===== src/rtl/alu_pkg.sv =====
// alu_pkg: opcode encoding and opcode width shared by the ALU pipeline and its core.
package alu_pkg;
   localparam int OP_W = 3;
   typedef enum logic [OP_W-1:0] {
      OP_AND   = 3'b000,
      OP_OR    = 3'b001,
      OP_XOR   = 3'b010,
      OP_NOR   = 3'b011,
      OP_XNOR  = 3'b100,
      OP_ADD   = 3'b101,
      OP_SUB   = 3'b110,
      OP_PASSA = 3'b111
   } alu_op_t;
endpackage


===== src/rtl/alu_logic_core.sv =====
// alu_logic_core: combinational opcode-selected ALU datapath with status flags.
// Ports: a, b operands; op opcode; y result; zero (y == 0); carry (ADD carry-out /
// SUB no-borrow); ovf signed overflow; illegal (opcode not built).
// Macro ALU_ARITH_EN: when defined ADD/SUB are implemented, otherwise they are
// reported illegal with y = 0 and no adder is built.
module alu_logic_core
   import alu_pkg::*;
#(
   parameter int WIDTH = 32
) (
   input  logic [WIDTH-1:0] a,
   input  logic [WIDTH-1:0] b,
   input  alu_op_t          op,
   output logic [WIDTH-1:0] y,
   output logic             zero,
   output logic             carry,
   output logic             ovf,
   output logic             illegal
);
   logic w_arith;
   assign w_arith = (op == OP_ADD) || (op == OP_SUB);
`ifdef ALU_ARITH_EN
   logic [WIDTH-1:0] w_bx;
   logic [WIDTH:0]   w_sum;
   // SUB is a + ~b + 1, so one adder serves both; the +1 is the carry-in
   assign w_bx    = (op == OP_SUB) ? ~b : b;
   assign w_sum   = {1'b0, a} + {1'b0, w_bx} + {{WIDTH{1'b0}}, op == OP_SUB};
   assign carry   = w_arith && w_sum[WIDTH];
   // Overflow: both adder inputs share a sign that the result does not
   assign ovf     = w_arith && (a[WIDTH-1] == w_bx[WIDTH-1]) && (w_sum[WIDTH-1] != a[WIDTH-1]);
   assign illegal = 1'b0;
`else
   assign carry   = 1'b0;
   assign ovf     = 1'b0;
   assign illegal = w_arith;
`endif
   always_comb begin
      y = '0;
      case (op)
         OP_AND:   y = a & b;
         OP_OR:    y = a | b;
         OP_XOR:   y = a ^ b;
         OP_NOR:   y = ~(a | b);
         OP_XNOR:  y = ~(a ^ b);
         OP_PASSA: y = a;
`ifdef ALU_ARITH_EN
         OP_ADD, OP_SUB: y = w_sum[WIDTH-1:0];
`endif
         default:  y = '0;
      endcase
   end
   assign zero = (y == '0);
endmodule


===== src/rtl/alu_logic_pipe.sv =====
// alu_logic_pipe: two-stage valid/ready pipelined ALU (S1 operand register, S2 result register).
// Ports: clk, rst (async, active-high); in_valid/in_ready with a, b, op input handshake;
// out_valid/out_ready with y, zero, carry, ovf, illegal registered outputs.
// Macro ALU_ARITH_EN (in alu_logic_core) enables ADD/SUB; pipeline timing is unchanged either way.
module alu_logic_pipe
   import alu_pkg::*;
#(
   parameter int WIDTH = 32
) (
   input  logic             clk,
   input  logic             rst,
   input  logic             in_valid,
   output logic             in_ready,
   input  logic [WIDTH-1:0] a,
   input  logic [WIDTH-1:0] b,
   input  logic [OP_W-1:0]  op,
   output logic             out_valid,
   input  logic             out_ready,
   output logic [WIDTH-1:0] y,
   output logic             zero,
   output logic             carry,
   output logic             ovf,
   output logic             illegal
);
   logic             r_s1_valid, r_s2_valid;
   logic [WIDTH-1:0] r_a, r_b, r_y;
   alu_op_t          r_op;
   logic             r_zero, r_carry, r_ovf, r_illegal;
   logic [WIDTH-1:0] w_y;
   logic             w_zero, w_carry, w_ovf, w_illegal, w_adv2, w_in_xfer;
   // S1 moves on whenever S2 is empty or draining this cycle; out_ready reaches in_ready combinationally
   assign w_adv2    = r_s1_valid && (!r_s2_valid || out_ready);
   assign in_ready  = !r_s1_valid || w_adv2;
   assign w_in_xfer = in_valid && in_ready;
   alu_logic_core #(.WIDTH(WIDTH)) u_core (
      .a       (r_a),
      .b       (r_b),
      .op      (r_op),
      .y       (w_y),
      .zero    (w_zero),
      .carry   (w_carry),
      .ovf     (w_ovf),
      .illegal (w_illegal)
   );
   always_ff @(posedge clk or posedge rst) begin
      if (rst) begin
         r_s1_valid <= 1'b0;
         r_a        <= '0;
         r_b        <= '0;
         r_op       <= OP_AND;
      end else if (w_in_xfer) begin
         r_s1_valid <= 1'b1;
         r_a        <= a;
         r_b        <= b;
         r_op       <= alu_op_t'(op);
      end else if (w_adv2) begin
         r_s1_valid <= 1'b0;
      end
   end
   // Result registers only change on advance, so they hold while stalled
   always_ff @(posedge clk or posedge rst) begin
      if (rst) begin
         r_s2_valid <= 1'b0;
         r_y        <= '0;
         r_zero     <= 1'b0;
         r_carry    <= 1'b0;
         r_ovf      <= 1'b0;
         r_illegal  <= 1'b0;
      end else if (w_adv2) begin
         r_s2_valid <= 1'b1;
         r_y        <= w_y;
         r_zero     <= w_zero;
         r_carry    <= w_carry;
         r_ovf      <= w_ovf;
         r_illegal  <= w_illegal;
      end else if (out_ready) begin
         r_s2_valid <= 1'b0;
      end
   end
   assign out_valid = r_s2_valid;
   assign y         = r_y;
   assign zero      = r_zero;
   assign carry     = r_carry;
   assign ovf       = r_ovf;
   assign illegal   = r_illegal;
endmodule


===== config.mk =====
export PLATFORM = sky130hd
export DESIGN_NAME = alu_logic_pipe
export DESIGN_NICKNAME = d
export VERILOG_FILES = /design/src/rtl/alu_pkg.sv /design/src/rtl/alu_logic_core.sv /design/src/rtl/alu_logic_pipe.sv
export SDC_FILE = /design/constraint.sdc
export NUM_CORES = 1
export LEC_CHECK = 0
export BUFFER_PORTS_ARGS = -buffer_cell sky130_fd_sc_hd__buf_4
export CORE_MARGIN = 1
export CORE_UTILIZATION = 35
export CTS_CLUSTER_SIZE = 10
export DETAILED_ROUTE_END_ITERATION = 16
export GPL_TIMING_DRIVEN = 0
export HOLD_SLACK_MARGIN = 0.1
export PLACE_DENSITY_LB_ADDON = 0.25
export SYNTH_ARGS = -nofsm -noshare
export SYNTH_HDL_FRONTEND = slang
export SYNTH_SLANG_ARGS = --single-unit

===== constraint.sdc =====
create_clock -name clk -period 10.15 [get_ports clk]
set_clock_uncertainty 0.1 [all_clocks]
set_input_delay 1.5225 -clock clk [delete_from_list [all_inputs] [get_ports clk]]
set_output_delay 1.5225 -clock clk [all_outputs]
set_load 0.02 [all_outputs]

==> metrics.txt <==
outcome=completed; CTS Hold Bufs=0; most used cell, CP=buf_4; setup bufs post-CTS=0; Hold Violations, Final=0; Slew headroom=36.12%; all-layer global routing usage=21.35%; WL/cell=19.59 um; Clock Sink Count=103; total wire length=20.69 mm; Die ar.=0.02006 mm2; # port buffers=106; Post-DRT Antenna Nets=0; register share of total power=34.5%; commonest non-fill, non-tap cell in the layout=buf_4; met1 wire length=9.372 mm; Max VDD drop=0.0001075 V; H-Tree Depth=3; asr flop ratio synth=100.0%; largest net degree at the start of global routing=53; Post-layout nets=926; FILL cells=1863; post-synth top area cell=dfrtp_1; Yosys top cell area share=37.78%; Worst Path Required=8.53 ns; switching fraction of total power=36.93%; RSZ-0062 raised after global routing=false; Clock power frac=24.7%; routed vias=5653; hold_ws=0.3850 ns; Die Y=141.6 um; Boundary Pins=109; PostCTS Resize Cnt=0; die extent in x=141.6 um; slowest stage delay, CP=0.19 ns; Synth Warn #=0; Pwr Total=1.639 mW; final max-slew violation count=0; CP delay by family, top=buffers and inverters; CP cell instances=buf_4, nand3b_1, buf_4; vias in the first global route=5535; ant diodes=0; Iteration-0 DRC Markers=401; CTS Buffer Depth=2; row cnt=50; routability-driven placement congestion ratio=0.9667; leakage power=3.962 nW; HPWL after DPL=15.32 mm; layout cell share with drive strength beyond 1=29.77%; clock latency on the worst-skew pair=0.36 ns; CTS tree=done; Initial Util=36.11%; Setup CP Type=input pin to output pin; initial antenna violation count=0; synthesized flop and latch total=103; mapped cell area=0.006823 mm2; syn_area_per_cell=10.15 um2; routed vias/inst=5.353; TritonCTS Buffers=9; PwrDens=196.9 mW/mm2; worst-margin pin slew=0.9341 ns; Setup TNS=0 ns; Main synth FF type=dfrtp_1; Tmin final=3.633 ns; Core Region=0.01889 mm2; Crit Path Max Fanout=3; clock-pin slew on the worst setup and hold paths=0.06 ns; max_cap viols=0; met3 wire len=1.468 mm; register area share after synthesis=37.78%; drt pass-1 iters=7; area grow syn2layout=22.01%; Setup-failing EPs final=0; commonest cells after routing, fill and taps aside=110 x buf_4, 103 x dfrtp_1, 69 x mux2_2, 64 x inv_1, 64 x ha_1; Util after Layout=44.06%; Cells after Synth=672; first-pass GRT wire length=31.74 mm; DRC=0; FMAX=275.2 MHz; GR Overflow Total=0; Hold Crit Class=register to register; top routing layer used=met4; Synth cell types=61; Clk Tree Root Cell=clkbuf_16; Comb pwr share=40.8%; kind of end point of the critical path=output pin; P_int=1.034 mW; WP buf/inv=2; CP arrival=2.01 ns; number of synthesized flops with an enable pin=0; crit start category=input pin; final period utilization=35.79%; Area contributors post-synth=dfrtp_1 38%, ha_1 12%, mux2_2 11%; WL met2=9.277 mm; net load switching power=0.6052 mW; slowest CP cell=nand3b_1
==> power by group through the flow <==
stage	sequential, mW	clock [mW]	combinational (mW)
2_1_floorplan	0.602	0	0.389
3_3_place_gp	0.574	0	0.650
3_5_place_dp	0.574	0	0.660
4_1_cts	0.566	0.414	0.663
5_1_grt	0.577	0.428	0.728
6_report	0.566	0.405	0.668
==> cells in the mapped netlist (all sizes together), types with 7 or more instances <==
| master | number |
|---|---|
| ha | 64 |
| mux2 | 71 |
| nor2b | 11 |
| dfrtp | 103 |
| buf | 32 |
| a22o | 21 |
| o31ai | 7 |
| o221ai | 14 |
| a22oi | 24 |
| inv | 67 |
| o21ai | 36 |
| nand2 | 42 |
| nor2 | 21 |
| a21oi | 18 |
| mux2i | 14 |
| nand2b | 11 |
| clkbuf | 16 |
| xnor2 | 13 |
==> worst min-delay path: cells and delay by family, from the launching register on <==
family | cells | cell delay, ns
flops | 1 | 0.34
compound gates | 1 | 0.06
simple gates | 1 | 0.05
==> flip-flops by register name, indices dropped and copies added (netlist names) <==
register / flops
r_a: 32
r_b: 32
y: 32
r_op: 3
illegal: 1
out_valid: 1
r_s1_valid: 1
zero: 1
==> cells by family after synthesis <==
family	Yosys count	synth area share, %
flip-flops	103	37.78
AO/OA/AOI/OAI	165	17.50
buffers and inverters	115	7.702
other	1	0.05496
AND/OR/NAND/NOR	124	9.426
XOR/XNOR	15	1.926
multiplexers	85	13.88
adder cells (fa/ha/maj)	64	11.74
==> metrics by stage <==
step,setup slack [ns],instances,cell area [um2]
after global routing,6.503,1056,8324
after floorplan,5.824,673,6827
after detailed placement,6.516,1040,7978
after global placement,4.416,1039,7948
final,6.517,1056,8324
after CTS,6.515,1056,8324
==> cell type report <==
cell class | instances | area (um2) | area share, %
repair buffers | 107 | 823.3 | 9.890
clock inverters | 6 | 107.6 | 1.293
clock buffers | 10 | 239.0 | 2.871
inverters | 67 | 254.0 | 3.051
multi-input cells | 455 | 3724 | 44.73
flip-flops and latches | 103 | 2577 | 30.96
plain buffers | 48 | 274.0 | 3.292
well taps | 260 | 325.3 | 3.908
==> worst paths after layout <==
| check | cells past startpoint | to | slack, ns | start |
|---|---|---|---|---|
| max in group asynchronous | 3 | r_a[10] | 8.09 | rst |
| max | 3 | in_ready | 6.52 | out_ready |
| min reg2reg | 2 | y[30] | 0.39 | y[30] |
| min in group asynchronous | 2 | r_a[8] | 1.17 | rst |
| min | 2 | y[30] | 0.39 | y[30] |
| max reg2reg | 8 | zero | 7.48 | r_op[2] |
==> layer usage <==
metal  up-vias  global-route usage [%]
met1      2772                   28.70
li1       2633                       -
met4         0                   7.753
met2       212                   33.55
met3        36                   4.860
met5         -                       0
No activity file was read; power rests on OpenSTA's default activity.
